<file path="config.mk">
export PLATFORM = sky130hd
export DESIGN_NAME = mutative_writeback_buffer
export DESIGN_NICKNAME = d
export VERILOG_FILES = /design/src/rtl/mutative_writeback_buffer_pkg.sv /design/src/rtl/mutative_wb_fifo.sv /design/src/rtl/mutative_writeback_buffer.sv
export SDC_FILE = /design/constraint.sdc
export NUM_CORES = 1
export LEC_CHECK = 0
export CAP_MARGIN = 25
export CORE_MARGIN = 8
export CORE_UTILIZATION = 50
export CTS_CLUSTER_DIAMETER = 60
export DETAILED_ROUTE_END_ITERATION = 16
export HOLD_SLACK_MARGIN = 0.05
export PLACE_DENSITY_LB_ADDON = 0.25
export SLEW_MARGIN = 0
export SYNTH_ARGS = -nofsm -noshare
export SYNTH_HDL_FRONTEND = slang
export SYNTH_SLANG_ARGS = --single-unit
</file>
<file path="constraint.sdc">
create_clock -name clk -period 8.75 [get_ports clk]
set_clock_uncertainty 0.1 [all_clocks]
set_input_delay 2.625 -clock clk [delete_from_list [all_inputs] [get_ports clk]]
set_output_delay 2.625 -clock clk [all_outputs]
set_load 0.1 [all_outputs]
</file>
<file path="src/rtl/mutative_writeback_buffer_pkg.sv">
// Shared types for the mutative cache victim path: cache line/address layouts
// and the write-back FIFO entry format.
package mutative_writeback_buffer_pkg;
  localparam int CACHELINE_SIZE = 256;
  localparam int TAG_BITS       = 20;
  localparam int SET_BITS       = 7;
  localparam int OFFSET_BITS    = 5;
  localparam int MEM_DATA_WIDTH = 64;
  localparam int BEATS          = CACHELINE_SIZE / MEM_DATA_WIDTH;
  localparam int BEAT_BITS      = $clog2(BEATS);

  typedef struct packed {
    logic                      valid;
    logic                      dirty;
    logic [TAG_BITS-1:0]       tag;
    logic [CACHELINE_SIZE-1:0] data;
  } cache_output_t;

  typedef struct packed {
    logic [TAG_BITS-1:0]    tag;
    logic [SET_BITS-1:0]    set_index;
    logic [OFFSET_BITS-1:0] offset;
  } cache_address_t;

  typedef struct packed {
    logic [TAG_BITS-1:0]       tag;
    logic [SET_BITS-1:0]       set_index;
    logic [CACHELINE_SIZE-1:0] data;
  } wb_entry_t;
endpackage

</file>
<file path="src/rtl/mutative_wb_fifo.sv">
// Circular FIFO of write-back entries; every slot's tag/set and occupancy are
// exported so the owner can snoop all queued lines in parallel.
module mutative_wb_fifo
  import mutative_writeback_buffer_pkg::*;
#(
  parameter int DEPTH = 4
) (
  input  logic                             clk,
  input  logic                             rst_n,
  input  logic                             push_i,
  input  logic                             pop_i,
  input  wb_entry_t                        din_i,
  output wb_entry_t                        head_o,
  output logic                             full_o,
  output logic                             empty_o,
  output logic [DEPTH-1:0]                 occupied_o,
  output logic [DEPTH-1:0][TAG_BITS-1:0]   tag_o,
  output logic [DEPTH-1:0][SET_BITS-1:0]   set_o
);
  localparam int PTR_BITS = $clog2(DEPTH);

  wb_entry_t             mem_q [DEPTH];
  logic [PTR_BITS-1:0]   wr_ptr_q, wr_ptr_d;
  logic [PTR_BITS-1:0]   rd_ptr_q, rd_ptr_d;
  logic [PTR_BITS:0]     count_q, count_d;
  logic [DEPTH-1:0]      occ_q, occ_d;

  // Storage carries no reset; occupancy alone decides what is live.
  always_ff @(posedge clk) begin
    if (push_i) mem_q[wr_ptr_q] <= din_i;
  end

  always_comb begin
    wr_ptr_d = push_i ? wr_ptr_q + 1'b1 : wr_ptr_q;
    rd_ptr_d = pop_i  ? rd_ptr_q + 1'b1 : rd_ptr_q;
    count_d  = count_q;
    case ({push_i, pop_i})
      2'b10:   count_d = count_q + 1'b1;
      2'b01:   count_d = count_q - 1'b1;
      default: count_d = count_q;
    endcase
    occ_d = occ_q;
    if (pop_i)  occ_d[rd_ptr_q] = 1'b0;
    if (push_i) occ_d[wr_ptr_q] = 1'b1;
  end

  always_ff @(posedge clk or negedge rst_n) begin
    if (!rst_n) begin
      wr_ptr_q <= '0;
      rd_ptr_q <= '0;
      count_q  <= '0;
      occ_q    <= '0;
    end else begin
      wr_ptr_q <= wr_ptr_d;
      rd_ptr_q <= rd_ptr_d;
      count_q  <= count_d;
      occ_q    <= occ_d;
    end
  end

  assign head_o     = mem_q[rd_ptr_q];
  assign full_o     = (count_q == (PTR_BITS+1)'(DEPTH));
  assign empty_o    = (count_q == '0);
  assign occupied_o = occ_q;

  for (genvar gi = 0; gi < DEPTH; gi++) begin : g_slot
    assign tag_o[gi] = mem_q[gi].tag;
    assign set_o[gi] = mem_q[gi].set_index;
  end
endmodule

</file>
<file path="src/rtl/mutative_writeback_buffer.sv">
// Victim write-back buffer: filters dirty victims into a FIFO, drains each as a
// multi-beat memory write burst and answers line-address snoops.
module mutative_writeback_buffer
  import mutative_writeback_buffer_pkg::*;
#(
  parameter int DEPTH          = 4,
  parameter int MEM_DATA_WIDTH = 64
) (
  input  logic                      clk,
  input  logic                      rst_n,
  input  logic                      evict_valid,
  output logic                      evict_ready,
  input  cache_output_t             evict_line,
  input  logic [SET_BITS-1:0]       evict_set,
  output logic                      mem_wvalid,
  input  logic                      mem_wready,
  output logic                      mem_wlast,
  output logic [31:0]               mem_addr,
  output logic [MEM_DATA_WIDTH-1:0] mem_wdata,
  input  logic [31:0]               snoop_addr,
  output logic                      snoop_hit,
  output logic                      empty
);
  localparam int NBEATS     = CACHELINE_SIZE / MEM_DATA_WIDTH;
  localparam int NBEAT_BITS = (NBEATS > 1) ? $clog2(NBEATS) : 1;
  localparam logic [NBEAT_BITS-1:0] LAST_BEAT = NBEAT_BITS'(NBEATS - 1);
  localparam logic [0:0] ST_IDLE  = 1'b0;
  localparam logic [0:0] ST_BURST = 1'b1;

  logic                             push, pop, fifo_full, fifo_empty;
  wb_entry_t                        push_entry, head;
  logic [DEPTH-1:0]                 occupied, hit_vec;
  logic [DEPTH-1:0][TAG_BITS-1:0]   ent_tag;
  logic [DEPTH-1:0][SET_BITS-1:0]   ent_set;
  logic [0:0]                       state_q, state_d;
  logic [NBEAT_BITS-1:0]            beat_q, beat_d, beat_inc;
  logic [31:0]                      addr_q, addr_d;
  logic [MEM_DATA_WIDTH-1:0]        wdata_q, wdata_d;
  logic                             last_beat;
  logic                             snoop_offset_unused;

  // Clean or invalid victims still complete the handshake but are dropped.
  assign evict_ready = !fifo_full;
  assign push        = evict_valid && evict_ready && evict_line.valid && evict_line.dirty;
  assign push_entry  = {evict_line.tag, evict_set, evict_line.data};

  mutative_wb_fifo #(.DEPTH(DEPTH)) u_fifo (
    .clk        (clk),
    .rst_n      (rst_n),
    .push_i     (push),
    .pop_i      (pop),
    .din_i      (push_entry),
    .head_o     (head),
    .full_o     (fifo_full),
    .empty_o    (fifo_empty),
    .occupied_o (occupied),
    .tag_o      (ent_tag),
    .set_o      (ent_set)
  );

  assign beat_inc  = beat_q + 1'b1;
  assign last_beat = (beat_q == LAST_BEAT);

  // Address and beat data are registered so they hold through stalls and idle.
  always_comb begin
    state_d = state_q;
    beat_d  = beat_q;
    addr_d  = addr_q;
    wdata_d = wdata_q;
    pop     = 1'b0;
    case (state_q)
      ST_IDLE: begin
        if (!fifo_empty) begin
          state_d = ST_BURST;
          beat_d  = '0;
          addr_d  = {head.tag, head.set_index, {OFFSET_BITS{1'b0}}};
          wdata_d = head.data[MEM_DATA_WIDTH-1:0];
        end
      end
      default: begin
        if (mem_wready) begin
          if (last_beat) begin
            pop     = 1'b1;
            state_d = ST_IDLE;
            beat_d  = '0;
          end else begin
            beat_d  = beat_inc;
            wdata_d = head.data[beat_inc*MEM_DATA_WIDTH +: MEM_DATA_WIDTH];
          end
        end
      end
    endcase
  end

  always_ff @(posedge clk or negedge rst_n) begin
    if (!rst_n) begin
      state_q <= ST_IDLE;
      beat_q  <= '0;
      addr_q  <= '0;
      wdata_q <= '0;
    end else begin
      state_q <= state_d;
      beat_q  <= beat_d;
      addr_q  <= addr_d;
      wdata_q <= wdata_d;
    end
  end

  assign mem_wvalid = (state_q == ST_BURST);
  assign mem_wlast  = mem_wvalid && last_beat;
  assign mem_addr   = addr_q;
  assign mem_wdata  = wdata_q;
  assign empty      = fifo_empty && (state_q == ST_IDLE);

  // The head stays snoopable until its final beat is accepted.
  for (genvar gi = 0; gi < DEPTH; gi++) begin : g_snoop
    assign hit_vec[gi] = occupied[gi] &&
                         ({ent_tag[gi], ent_set[gi]} == snoop_addr[31:OFFSET_BITS]);
  end
  assign snoop_hit           = |hit_vec;
  assign snoop_offset_unused = ^snoop_addr[OFFSET_BITS-1:0];
endmodule

</file>
==> results of run 1 <==
-- layout make-up --
cell class,instances,area (um2),area share [%]
sequential,1237,36600,64.1
multi-input combinational,878,10200,17.8
timing repair buffer,444,4590,8.04
clock buffer,193,3710,6.50
tap,1265,1580,2.77
clock inverter,41,380,0.666
antenna,22,55.1,0.0963
inverter,8,30.0,0.0525
-- worst max path at each step --
stage | endpoint | slack (ns) | cells after the start
after floorplan | u_fifo.mem_q[0][0] | 1.67 | 3
after global placement | snoop_hit | 1.34 | 7
after detailed placement | snoop_hit | 1.37 | 7
after CTS | snoop_hit | 1.37 | 7
after global routing | snoop_hit | 1.30 | 7
final | snoop_hit | 1.34 | 6
-- registers in the layout (all words and copies together) (netlist names) --
signal / cells
u_fifo.mem_q: 1132
mem_wdata: 64
mem_addr: 27
u_fifo.occupied_o: 4
u_fifo.count_q: 3
beat_q: 2
u_fifo.rd_ptr_q: 2
u_fifo.wr_ptr_q: 2
mem_wvalid: 1
-- cell usage in the layout (no fill, tap or decap), types with 4 or more instances in the layout --
cell             count
inv_6                4
mux2i_1             31
clkbuf_16          134
clkinv_1            14
buf_16               5
edfxtp_1          1132
conb_1               5
buf_12              11
dfrtp_1            103
a21o_1               5
clkbuf_8            14
nand4_1             21
xnor2_1             63
ha_1                10
inv_1                7
a22oi_1            111
clkinv_2            14
a221oi_1            16
buf_4               20
clkbuf_1            45
nor4_1              17
bufinv_16            6
nand2_1             90
and2_4               4
mux4_2             268
xor2_1              50
o211ai_1            15
nand2b_1            15
a31oi_1             63
o21ai_0              4
clkdlybuf4s50_1    407
nor2_1              68
diode_2             22
-- metal layers --
| layer | vias up | global-route usage [%] | wire, um |
|---|---|---|---|
| met5 | - | 0 | 184 |
| met4 | 28 | 6.43 | 2440 |
| met3 | 185 | 6.69 | 9040 |
| met2 | 793 | 34.5 | 55000 |
| met1 | 12263 | 26.9 | 44200 |
| li1 | 10212 | - | - |
-- synth_stat cells, types with 3 or more instances --
| cell type | instances |
|---|---|
| buf_6 | 6 |
| buf_2 | 39 |
| nor4_1 | 17 |
| edfxtp_1 | 1132 |
| buf_4 | 14 |
| nand2b_1 | 16 |
| xor2_1 | 50 |
| nand4_1 | 21 |
| and2_1 | 7 |
| dfrtp_1 | 105 |
| ha_1 | 10 |
| nand3_1 | 3 |
| clkbuf_1 | 60 |
| buf_8 | 3 |
| xnor2_1 | 63 |
| mux2i_1 | 31 |
| a221oi_1 | 16 |
| o21ai_0 | 4 |
| a31oi_1 | 63 |
| a21o_1 | 5 |
| o211ai_1 | 15 |
| inv_1 | 7 |
| mux4_2 | 268 |
| a22oi_1 | 111 |
| nor2_1 | 69 |
| nand2_1 | 90 |
| buf_1 | 10 |
-- cell families after synthesis --
| kind of cell | share of synthesized area [%] |
|---|---|
| buffers and inverters | 1.50 |
| and+or+nand+nor | 2.24 |
| muxes | 13.4 |
| xor gates and xnor gates | 2.09 |
| other | 0.00791 |
| adders and majority gates | 0.306 |
| DFF | 77.2 |
| AOI/OAI and AO/OA | 3.29 |
-- power groups by stage --
stage               sequential (mW)  clock [mW]  combinational [mW]
finish                         7.35        5.27                6.40
global route                   7.40        5.61                6.76
CTS                            7.35        5.40                6.47
detailed placement             7.47           0                6.45
global placement               7.44           0                6.33
floorplan                      8.84           0                3.18
-- critical path: cells and delay by family --
kind / cells / cell delay [ns]
simple gates: 3 / 0.96
xor+xnor: 1 / 0.21
buf+inv: 2 / 0.88
==> reports/metrics.cfg, run 1 <==
[power_and_ir_drop]
combPwrFrac_pct = 33.6
p_per_area_nw_per_um2 = 333
power_switching_mw = 6.59
seq_power_share_pct = 38.6
switching_share_pct = 34.7
power_leakage_nw = 18.5
power.total_mw = 19.0
ir_drop_v = 0.000294
internal-power_mw = 12.4
clkPwrFrac_pct = 27.7

[synthesis]
synth_area_um2 = 47400
yosysWarnings = 0
syn_inst = 2252
synth_seq_cells = 1237
synthTopCellsByArea = edfxtp_1, mux4_2, dfrtp_1, a22oi_1, xnor2_1
synth_area_per_cell_um2 = 21.1
yosysSeqAreaShare_pct = 77.2
synth_top_area_cell = edfxtp_1
synth_top_area_share_pct = 71.7
synth_edf_count = 1132
synth_top_flop_cell = edfxtp_1
async_flop_share_pct = 8.49
synth_cell_types = 41

[die]
num_rows = 113
die_w_um = 324
core_area_um2 = 94400
initial_core_util_pct = 50.2
pin_count = 422
dieArea_um2 = 105000
die_y_um = 324

[sta]
hold_viol = 0
finalCritPeriodShare_pct = 84.6
timing.final.crit_period_ns = 7.41
fmax_mhz = 135
rsz0062_at_grt = no
worst_slew_pin_slew_ns = 1.47
slew_violations = 0
tns_ns = 0
setup_viol = 0
setup_ws_ns = 1.34
max_slew_margin_pct = 2.23
fin_hold_ws_ns = 0.379

[drt]
via_per_inst = 5.74
drt_wl_total_mm = 111
dr.pass1.iters = 5
wl_per_cell_um = 27.1
drc_errors = 0
vias = 23481
drt_iter0_markers = 2066
ant_nets = 0

[finish]
layout-drive-gt1-share_pct = 17.6
areaGrowthSynthToFinish_pct = 20.5
layoutNonFillerInstCount = 4088
fillers = 6731
num-nets-final = 3031
utilization_pct = 60.5
stdcell_area_um2 = 57100

[global_routing]
track_usage_pct = 21.0
grt_overflow = 0
antenna_found_initial = 34
grt_pass1_wl_mm = 163
grt_start_max_net_pins = 154
grt_pass1_vias = 25246

[clock_network]
post_cts_resize_count = 0
cts_tree = yes
cts-buffers-inserted = 130
clock_tree.buffer_depth = 3
cts_setup_buffers = 0
cts-htree-levels = 4
holdBufCountCts = 0
path_clk_slew_ns = 0.06
insertion_delay_ns = 0.71
cts_sinks = 1237
cts_root_buf = clkbuf_16

[setup_path]
crit_top_cell = nand4_1
reg2reg_slack_ns = 5.17
worstPathCellList = clkdlybuf4s50_1 -> xor2_1 -> nor4_1 -> nand4_1 -> nand4_1 -> buf_4
crit_required_ns = 6.03
slowest_delay_ns = 0.60
cp.arrival_ns = 4.68
r2r-start = u_fifo.rd_ptr_q[0]
crit_start = snoop_addr[31]
reg2regPathDepth = 5
crit_slowest_cell = nor4_1
timing.rr.end = mem_wdata[26]
setup.worst_path.start_class = input pin
crit_path_end_kind = primary output
critical_path_class = input pin to primary output
critPathMaxFanout = 4

[min_path]
worstHoldPathType = register to register
min-delay-start = mem_addr[18]
min_to = mem_addr[18]
hold_depth = 2

[place]
placed_area_um2 = 52900
port_buffers = 411
place_hpwl_mm = 65.0
gp_congestion = 0.830
pre_cts_slack_ns = 1.37
dp.cells = 3829

[status]
status = finished, final reports clean

[job]
max_cap_violations = 0

(Power assumes the default switching activity.)
==> run 2: changes to the inputs <==
Clock period 8.75 ns to 7.01 ns, I/O delays scaled along.
==> run 2 against run 1 <==
Sequential cell count is the same; critical path depth grew 1; hold slack lost 0.0075 ns; global-route usage is essentially flat; die area is the same; final area grew 0.46%; largest cell class unchanged; wire length grew 0.25%.
==> reports/metrics.cfg, run 2 (synthesis gave the netlist of run 1 again) <==
[global_routing]
antenna_found_initial = 40
track_usage_pct = 21.0
grt_start_max_net_pins = 100
grt_pass1_wl_mm = 164
grt_overflow = 0
grt_pass1_vias = 25603

[clock_network]
cts_root_buf = clkbuf_16
cts_setup_buffers = 0
cts_sinks = 1237
clock_tree.buffer_depth = 3
cts_tree = yes
post_cts_resize_count = 0
path_clk_slew_ns = 0.06
insertion_delay_ns = 0.70
cts-buffers-inserted = 121
holdBufCountCts = 0
cts-htree-levels = 3

[die]
dieArea_um2 = 105000
die_w_um = 324
pin_count = 422
num_rows = 113
core_area_um2 = 94400
initial_core_util_pct = 50.2
die_y_um = 324

[place]
gp_congestion = 0.821
place_hpwl_mm = 67.9
pre_cts_slack_ns = 0.739
placed_area_um2 = 53200
dp.cells = 3848
port_buffers = 411

[sta]
slew_violations = 0
finalCritPeriodShare_pct = 90.4
timing.final.crit_period_ns = 6.34
setup_viol = 0
rsz0062_at_grt = no
setup_ws_ns = 0.675
worst_slew_pin_slew_ns = 1.08
fin_hold_ws_ns = 0.372
hold_viol = 0
max_slew_margin_pct = 27.5
fmax_mhz = 158
tns_ns = 0

[drt]
dr.pass1.iters = 5
vias = 23784
drc_errors = 0
wl_per_cell_um = 27.1
drt_iter0_markers = 1993
via_per_inst = 5.80
drt_wl_total_mm = 111
ant_nets = 0

[finish]
num-nets-final = 3040
regMostFlops = u_fifo.mem_q
utilization_pct = 60.8
fillers = 6709
layoutNonFillerInstCount = 4102
areaGrowthSynthToFinish_pct = 21.0
layout-drive-gt1-share_pct = 18.6
stdcell_area_um2 = 57400
multiInputGateArea_um2 = 10200
seqCellArea_um2 = 36600
mostFrequentLayoutCells = edfxtp_1, clkdlybuf4s50_1, mux4_2
largest_register_ffs = 1132
final_common_cell = edfxtp_1

[setup_path]
reg2reg_slack_ns = 3.70
critical_path_class = input pin to primary output
crit_start = snoop_addr[28]
setup.worst_path.start_class = input pin
critPathMaxFanout = 4
timing.rr.end = mem_wdata[22]
cp.arrival_ns = 4.13
crit_path_end_kind = primary output
crit_end = snoop_hit
crit_required_ns = 4.81
r2r-start = u_fifo.rd_ptr_q[0]
reg2regPathDepth = 4

[power_and_ir_drop]
power_leakage_nw = 18.6
p_per_area_nw_per_um2 = 413
ir_drop_v = 0.000279
power.total_mw = 23.7

[min_path]
worstHoldPathType = register to register

[status]
status = finished, final reports clean

[job]
max_cap_violations = 0

[run 2: cell count changes in the layout (fill, tap and decap cells not counted), sizes merged, moves of 3 or more]
| cell | change |
|---|---|
| buf | +18 |
| bufinv | +4 |
| clkbuf | -36 |
| clkinv | +21 |
| clkinvlp | +8 |
| inv | -3 |
[run 2: layout make-up]
class | count | area share, %
inverters | 8 | 0.0523
well taps | 1265 | 2.76
flip-flops and latches | 1237 | 63.8
repair buffers | 462 | 8.48
multi-input cells | 878 | 17.7
clock buffers | 157 | 5.87
clock inverters | 71 | 1.23
diodes | 24 | 0.105
[run 2: power breakdown]
part	internal, mW	total, mW	switching, mW	leakage (nW)
sequential	8.76	9.19	0.434	11.4
combinational	2.90	8.01	5.11	5.18
clock	3.76	6.50	2.73	1.98
total	15.4	23.7	8.28	18.6
[run 2: worst min-delay path by stage]
stage / end / slack (ns) / from / depth (start not counted)
global placement: mem_addr[23] / 0.36 / mem_addr[23] / 2
floorplan: u_fifo.occupied_o[0] / 0.35 / u_fifo.occupied_o[0] / 1
finish: mem_addr[29] / 0.37 / mem_addr[29] / 2
CTS: mem_addr[29] / 0.38 / mem_addr[29] / 2
global route: mem_addr[6] / 0.40 / mem_addr[6] / 2
detailed placement: mem_addr[29] / 0.36 / mem_addr[29] / 2
[run 2: worst max-delay path, stage by stage]
cell	delay [ns]
clkdlybuf4s50_1	0.53
xnor2_1	0.28
nand4_1	0.16
nor4_1	0.43
nand4_1	0.17
nand4_1	0.25
buf_12	0.21
[run 2: routing by layer]
layer | part of all wire, % | global-route usage (%)
met5 | 0.16 | 0
met2 | 50 | 34.7
met3 | 7.8 | 6.02
met4 | 2.4 | 6.86
met1 | 40 | 27.0
